$ cat config.mk
export PLATFORM = sky130hd
export DESIGN_NAME = uart_rx_flat
export DESIGN_NICKNAME = d
export VERILOG_FILES = /design/src/rtl/uart_rx_if.sv /design/src/rtl/uart_rx.sv /design/src/flat_wrapper.sv
export SDC_FILE = /design/constraint.sdc
export NUM_CORES = 1
export LEC_CHECK = 0
export CORE_MARGIN = 4
export CORE_UTILIZATION = 51
export DETAILED_ROUTE_END_ITERATION = 8
export GPL_TIMING_DRIVEN = 0
export PLACE_DENSITY = 0.81
export SLEW_MARGIN = 15
export SYNTH_ARGS = -nofsm -noshare
export SYNTH_HDL_FRONTEND = slang
export SYNTH_SLANG_ARGS = --single-unit
$ cat constraint.sdc
create_clock -name clk -period 1.7 [get_ports clk]
set_clock_uncertainty 0.05 [all_clocks]
set_input_delay 0.17 -clock clk [delete_from_list [all_inputs] [get_ports clk]]
set_output_delay 0.17 -clock clk [all_outputs]
set_load 0.05 [all_outputs]
$ cat src/rtl/uart_rx_if.sv
// uart_rx_if: bundles the UART receive line and the consumer-side byte handshake.
//   master : drives the serial line and rx_ack (board pin plus consumer)
//   slave  : the receiver; returns rx_data/rx_valid and the status flags
interface uart_rx_if;
    logic       uart_rx_line;   // async serial line, idles high
    logic       rx_ack;         // consumer has taken rx_data
    logic [7:0] rx_data;        // last good byte
    logic       rx_valid;       // rx_data holds an unacknowledged byte
    logic       busy;           // frame in progress (not IDLE)
    logic       frame_err;      // one-cycle pulse: stop bit sampled 0
    logic       overrun;        // sticky: unacknowledged byte overwritten

    modport master (
        output uart_rx_line, rx_ack,
        input  rx_data, rx_valid, busy, frame_err, overrun
    );
    modport slave (
        input  uart_rx_line, rx_ack,
        output rx_data, rx_valid, busy, frame_err, overrun
    );
endinterface

$ cat src/rtl/uart_rx.sv
// uart_rx: 8N1 serial receiver.
// Synchronises the line, validates the start bit at its centre, samples
// 8 data bits (LSB first) and the stop bit at bit centres, and presents
// each good byte on a registered valid/ack handshake.
// Ports:
//   clk  : system clock, rising edge
//   RST  : asynchronous active-high reset
//   bus  : uart_rx_if.slave (line, ack in; data, valid, busy, frame_err,
//          overrun out; all outputs registered)
module uart_rx #(
    parameter int CLKS_PER_BIT = 434    // must be >= 4, matches transmitter
) (
    input  logic      clk,
    input  logic      RST,
    uart_rx_if.slave  bus
);
    localparam int            HALF = CLKS_PER_BIT / 2;
    localparam int            CW   = $clog2(CLKS_PER_BIT);
    localparam logic [CW-1:0] LAST = CW'(CLKS_PER_BIT - 1);
    localparam logic [CW-1:0] MID  = CW'(HALF - 1);

    typedef enum logic [2:0] {S_IDLE, S_START, S_DATA, S_STOP, S_BREAK} state_t;

    state_t        r_state, w_state_nxt;
    logic          r_sync1, r_sync2;
    logic          w_rx_s;
    logic [CW-1:0] r_cnt, w_cnt_nxt;
    logic [2:0]    r_bit_idx, w_bit_idx_nxt;
    logic [7:0]    r_shreg, w_shreg_nxt;
    logic          w_load, w_ferr;

    logic [7:0]    r_rx_data;
    logic          r_rx_valid, r_busy, r_frame_err, r_overrun;

    assign w_rx_s = r_sync2;

    // Next-state / datapath decode
    always_comb begin
        w_state_nxt   = r_state;
        w_cnt_nxt     = r_cnt;
        w_bit_idx_nxt = r_bit_idx;
        w_shreg_nxt   = r_shreg;
        w_load        = 1'b0;
        w_ferr        = 1'b0;
        case (r_state)
            S_IDLE: begin
                if (!w_rx_s) begin
                    w_state_nxt = S_START;
                    w_cnt_nxt   = '0;
                end
            end
            S_START: begin
                // Recheck at mid start bit; a high line here was a glitch.
                if (r_cnt == MID) begin
                    w_cnt_nxt     = '0;
                    w_bit_idx_nxt = '0;
                    w_state_nxt   = w_rx_s ? S_IDLE : S_DATA;
                end else begin
                    w_cnt_nxt = r_cnt + 1'b1;
                end
            end
            S_DATA: begin
                if (r_cnt == LAST) begin
                    w_cnt_nxt              = '0;
                    w_shreg_nxt[r_bit_idx] = w_rx_s;
                    w_bit_idx_nxt          = r_bit_idx + 1'b1;
                    if (r_bit_idx == 3'd7)
                        w_state_nxt = S_STOP;
                end else begin
                    w_cnt_nxt = r_cnt + 1'b1;
                end
            end
            S_STOP: begin
                // Leave at mid stop bit so a back-to-back start edge is caught.
                if (r_cnt == LAST) begin
                    w_cnt_nxt = '0;
                    if (w_rx_s) begin
                        w_load      = 1'b1;
                        w_state_nxt = S_IDLE;
                    end else begin
                        w_ferr      = 1'b1;
                        w_state_nxt = S_BREAK;
                    end
                end else begin
                    w_cnt_nxt = r_cnt + 1'b1;
                end
            end
            S_BREAK: begin
                // Wait for the line to return high; a held-low line is not a start.
                if (w_rx_s)
                    w_state_nxt = S_IDLE;
            end
            default: w_state_nxt = S_IDLE;
        endcase
    end

    always_ff @(posedge clk or posedge RST) begin
        if (RST) begin
            r_sync1     <= 1'b1;
            r_sync2     <= 1'b1;
            r_state     <= S_IDLE;
            r_cnt       <= '0;
            r_bit_idx   <= '0;
            r_shreg     <= '0;
            r_rx_data   <= '0;
            r_rx_valid  <= 1'b0;
            r_busy      <= 1'b0;
            r_frame_err <= 1'b0;
            r_overrun   <= 1'b0;
        end else begin
            r_sync1     <= bus.uart_rx_line;
            r_sync2     <= r_sync1;
            r_state     <= w_state_nxt;
            r_cnt       <= w_cnt_nxt;
            r_bit_idx   <= w_bit_idx_nxt;
            r_shreg     <= w_shreg_nxt;
            r_busy      <= (w_state_nxt != S_IDLE);
            r_frame_err <= w_ferr;
            if (w_load)
                r_rx_data <= r_shreg;
            // A load wins over an ack in the same cycle.
            r_rx_valid  <= w_load | (r_rx_valid & ~bus.rx_ack);
            r_overrun   <= (w_load & r_rx_valid & ~bus.rx_ack) |
                           (r_overrun & ~bus.rx_ack);
        end
    end

    assign bus.rx_data   = r_rx_data;
    assign bus.rx_valid  = r_rx_valid;
    assign bus.busy      = r_busy;
    assign bus.frame_err = r_frame_err;
    assign bus.overrun   = r_overrun;
endmodule
$ cat src/flat_wrapper.sv
// flat-port wrapper written by rule: the top's interface ports become plain ports
module uart_rx_flat 
#(
    parameter int CLKS_PER_BIT = 434                                        
)
  (clk, RST, bus_uart_rx_line, bus_rx_ack, bus_rx_data, bus_rx_valid, bus_busy, bus_frame_err, bus_overrun);
  uart_rx_if bus_i ();
  input  logic clk;
  input  logic RST;
  input wire logic [$bits(bus_i.uart_rx_line)-1:0] bus_uart_rx_line;
  input wire logic [$bits(bus_i.rx_ack)-1:0] bus_rx_ack;
  output wire logic [$bits(bus_i.rx_data)-1:0] bus_rx_data;
  output wire logic [$bits(bus_i.rx_valid)-1:0] bus_rx_valid;
  output wire logic [$bits(bus_i.busy)-1:0] bus_busy;
  output wire logic [$bits(bus_i.frame_err)-1:0] bus_frame_err;
  output wire logic [$bits(bus_i.overrun)-1:0] bus_overrun;
  assign bus_i.uart_rx_line = bus_uart_rx_line;
  assign bus_i.rx_ack = bus_rx_ack;
  assign bus_rx_data = bus_i.rx_data;
  assign bus_rx_valid = bus_i.rx_valid;
  assign bus_busy = bus_i.busy;
  assign bus_frame_err = bus_i.frame_err;
  assign bus_overrun = bus_i.overrun;
  uart_rx #(.CLKS_PER_BIT(CLKS_PER_BIT)) u_core (.clk(clk), .RST(RST), .bus(bus_i));
endmodule
# After elaboration in Yosys (flattened, before gate mapping)
# Index checks and enable logic that the tools add are counted.
totals:
  reg_bits: 37
  in_bits: 4
  out_inout_bits: 12
  elab_cells: 66
classes:
  add_sub_neg: 2
  magnitude_cmp: 2
  eq_ne: 10
  muxes: 25
  bitwise_logic: 7
  reduce_logical: 9
ops:
  columns: ["cell", "count"]
  rows:
  - ["3-bit 2-to-1 mux", 9]
  - ["9-bit 2-to-1 mux", 3]
  - ["9-bit case mux with 3 select lines", 1]
  - ["3-bit case mux with 5 select lines", 1]
  - ["9-bit by 1-bit adder with 9-bit output, second input constant", 1]
  - ["9-bit by 8-bit equality test with 1-bit output, second input constant", 1]
  - ["9-bit equality test, second input constant", 1]
  - ["8-bit bitwise mux", 1]
  - ["1-bit 2-to-1 mux", 7]
  - ["3-bit by 2-bit equality test with 1-bit output, second input constant", 2]
  - ["3-bit equality test, second input constant", 2]
  - ["3-bit case mux with 2 select lines", 1]
  - ["3-bit nonzero test", 2]
  - ["1-bit bitwise AND", 4]
  - ["3-bit by 4-bit less-than comparator with 1-bit output, second input constant", 1]
  - ["2-bit by 1-bit inequality test with 1-bit output, second input constant", 2]
  - ["2-bit AND reduction", 2]
  - ["3-bit by 1-bit adder with 3-bit output, second input constant", 1]
  - ["1-bit demux with 3-bit select", 1]
  - ["3-bit by 1-bit equality test with 1-bit output, second input constant", 1]
  - ["3-bit by 1-bit greater-or-equal comparator with 1-bit output, second input constant", 1]
  - ["3-bit logical NOT", 1]
  - ["3-bit AND reduction", 1]
  - ["2-bit 2-to-1 mux", 1]
  - ["6 further kinds", 7]

# Logic depth before layout (Yosys ltp)
depth:
  ltp_word: 6
  mapped_depth: 7
  ltp_nobuf: 6

# Least setup slack after synthesis
# OpenSTA, ideal clock, no wires.
synth_path:
  kind: "register -> register"
  from: "reg u_core.r_cnt[1]"
  to: "reg u_core.r_bit_idx[0]"
  setup_time_ps: 128
  arrival_time_ps: 1644
  required_ps: 1522
  setup_slack_ps: -121
  path_stages_with_launch: 7
  path_buffers: 0
  synth_period_minus_slack_ps: 1821
  cell_sequence: "dfrtp_1 -> inv_1 -> ha_1 -> and4bb_4 -> nand4_2 -> a211oi_4 -> mux2_1"
synth_via:
  elab_chain_len: 3
  word_cells_on_any_way: 5
  cone_classes: "eq/ne: 4; reduce/logical: 1"
synth_rtl:
  columns: ["item", "line_no", "source"]
  rows:
  - ["from (decl)", "uart_rx.sv:27", "logic [CW-1:0] r_cnt, w_cnt_nxt;"]
  - ["from (signal assigned)", "uart_rx.sv:114", "r_cnt <= w_cnt_nxt;"]
  - ["9-bit equality test / 9-bit by 8-bit equality test with 1-bit output (equally long branches)", "uart_rx.sv:63, uart_rx.sv:54", null]
  - ["2-bit by 1-bit inequality test with 1-bit output (no source line)", null, null]
  - ["3-bit AND reduction (no source line) (*)", null, null]
  - ["to (signal assigned)", "uart_rx.sv:115", "r_bit_idx <= w_bit_idx_nxt;"]
  - ["to (decl)", "uart_rx.sv:28", "logic [2:0] r_bit_idx, w_bit_idx_nxt;"]
# Mark *: on every way between the ends. The rest lies on a longest branch, timed or not.
# A chain may end at the register's enable or synchronous reset.

# Final worst setup path
layout_path:
  from: "reg u_core.r_cnt[1]"
  to: "reg u_core.r_shreg[4]"
layout_via:
  elab_chain_len: 2
layout_rtl:
  columns: ["item", "line_no", "source"]
  rows:
  - ["9-bit equality test", "uart_rx.sv:63", "if (r_cnt == LAST) begin"]
  - ["2-bit AND reduction (no source line)", null, null]
  - ["to (signal assigned)", "uart_rx.sv:116", "r_shreg <= w_shreg_nxt;"]
  - ["to (decl)", "uart_rx.sv:29", "logic [7:0] r_shreg, w_shreg_nxt;"]
# No other way between the ends.

==> out/qor.csv <==
metric;value;unit
Seq/Total Area, Yosys;0.4831;
global route total overflow;0;
actual slew at the worst max-slew pin;0.7385;ns
DP Area;2152;µm²
CTS tree;yes;
count leader, synth;dfrtp_1;
clock power share;0.459;
Reg2Reg Depth;7;
initial antenna violation count;0;
maxcap violations;0;
worst hold endpoint;u_core.r_sync1;
CP Data Required Time;1.84;ns
drt wl/cell;17.30;µm
commonest cells in the netlist;35 x dfrtp_1, 18 x nand2_1, 14 x mux2_2, 11 x inv_1;
CP Launch Type;flop;
crit path DAT;2.02;ns
Hold Path Origin;bus_uart_rx_line;
Synth Instances;178;
post-route clock period utilization;1.109;
Int Pwr;1331;µW
DP HPWL;2430;µm
total power;1696;µW
layout cells sized above 1;0.3857;
core footprint;3661;µm²
post-route design area;2690;µm²
setup slack after layout;-0.1845;ns
Clk Latency, worst-skew pair;0.30;ns
r2r setup slk;-0.18;ns
Post-DRT Antenna Nets;0;
die height;69.39;µm
total track usage;0.1835;
Final setup viols;28;
kind of critical path;reg -> reg;
synthesized net count;187;
CTS buffer count;5;
r2r startpoint;u_core.r_cnt[1];
Via density;5.760;
largest net degree at the start of global routing;38;
Pwr Density;630.5;nW/µm²
drt pass-1 iters;5;
vias in the first global route;1472;
Sw Share;0.2155;
diode count;0;
hold path depth;1;
Die ar.;4814;µm²
failing checks;negative setup slack;
cts hold-fix bufs;0;
R2R Path End;u_core.r_shreg[4];
# DRC;0;
worst hold path type;in -> reg;
Routed WL;4688;µm
Starting Density;0.5249;
Sw Pwr;365.5;µW
Sequential Power Share;0.523;
clk buf depth;2;
clock sinks;37;
f_max;0.5306;GHz
Yosys warning total;0;
crit-path max FO;5;
Slew HR;0.5069;
area added between synthesis and finish;39.97;%
I/O Buffers;15;
ys flop type;dfrtp_1;
Crit. End Element;flop;
NumNets Final;231;
final slew viol count;0;
gpl congestion;0.7999;
crit path time final;1.885;ns
Seq cells post-synth;37;
VDD IR max;559.2;µV
non-filler cells, final;271;
placed cell count;241;
H-tree depth;2;
Yosys top cell area share;0.4557;
Vias;1561;
top cells by area, synth;dfrtp_1 46%, mux2_2 8.2%, nand2_1 3.5%;
area leader, netlist;dfrtp_1;
global-route wire length before repair;7086;µm
Comb power frac;0.018;
Async SR Flop Fraction;1.000;
Hold Fails Final Rpt;0;
DRT iter0 DRCs;110;
Post-Syn Area;1922;µm²
Synth Area per Inst;10.80;µm²
Rows;22;
clock slew at reported path FFs;0.08;ns
status;finished, violations left;
io pins;16;
setup repair after global routing missed its margin;true;
leakage power;0.001296;µW
root buf cell;clkbuf_8;
library cells used by synthesis;46;
final core utilization;0.7348;
worst hold slack;0.2213;ns
# fillers;224;
chip width;69.39;µm
EDFF count, synth;0;
-- how the worst max path moves through the flow --
stage / startpoint / endpoint / depth (start not counted)
global route: u_core.r_cnt[0] / u_core.r_cnt[6] / 7
global placement: u_core.r_cnt[1] / u_core.r_shreg[6] / 6
finish: u_core.r_cnt[1] / u_core.r_shreg[4] / 7
floorplan: u_core.r_cnt[0] / u_core.r_bit_idx[0] / 6
CTS: u_core.r_cnt[0] / u_core.r_cnt[5] / 6
detailed placement: u_core.r_cnt[1] / u_core.r_shreg[6] / 6
-- cell usage in the layout, fill, tap and decap left out, drive strengths merged, types with 4 or more instances in the layout --
cell type and n:
nand2 20, nand3 8, ha 5, nor4 6, clkbuf 6, nor2 10
dfrtp 35, nand2b 4, clkdlybuf4s50 7, a21oi 6, o21ai 10, buf 27
dlymetal6s2s 7, nand4 6, inv 11, mux2 17
-- power groups by stage --
stage / Sequential [µW] / Clock, µW / Combinational, µW
after floorplan: 903 / 0 / 16.6
after global placement: 904 / 0 / 30.1
after detailed placement: 904 / 0 / 30.4
after CTS: 887 / 788 / 30.7
after global routing: 888 / 832 / 35.1
final: 887 / 779 / 30.2
-- critical path, cell delays in order, from the launching register on --
cell and delay (ns):
dfrtp_1 0.39, inv_2 0.09, ha_4 0.13, and4bb_4 0.32
nand3_4 0.13, buf_12 0.17, nor4_4 0.17, mux2_4 0.32
-- final cells by class --
cell class	instances	area, µm²	share of cell area
Tap cell	48	60.06	0.02233
Buffer	6	40.04	0.01488
Clock buffer	5	68.82	0.02558
Sequential cell	37	928.4	0.3451
Timing Repair Buffer	37	360.3	0.1340
Inverter	11	41.29	0.01535
Multi-Input combinational cell	124	1145	0.4256
Clock inverter	3	46.29	0.01721
-- metal layers --
metal,global-route usage,wire (µm),share of wire
met5,0,0,0
met4,0.08894,133,0.028
met3,0.04638,171,0.036
met1,0.2449,2058,0.44
met2,0.2775,2325,0.50
-- cells by family after synthesis --
group	share of synthesized area
buffers and inverters	0.04492
adder cells (fa/ha/maj)	0.03255
AO/OA/AOI/OAI	0.1393
multiplexers	0.1100
AND/OR/NAND/NOR	0.1901
flip-flops	0.4831
-- stage by stage --
stage / TNS (ns) / setup WS [ns]
global placement: -8.938 / -0.2228
finish: -3.815 / -0.1845
floorplan: -0.4937 / -0.07976
detailed placement: -3.797 / -0.2723
global route: -5.431 / -0.2553
CTS: -2.495 / -0.1959
-- repair_timing --
action	CTS	global route
gates resized for setup	29	23
buffers inserted	17	6
gates cloned	0	1
pin swaps	19	6
endpoints found under the setup margin	29	37
-- flip-flops by register name (all words and copies together) (netlist names), 3 cells and up --
register            flops
u_core.bus.rx_data      8
u_core.r_bit_idx        3
u_core.r_cnt            9
u_core.r_shreg          8
u_core.r_state          3
(Power assumes the default switching activity.)
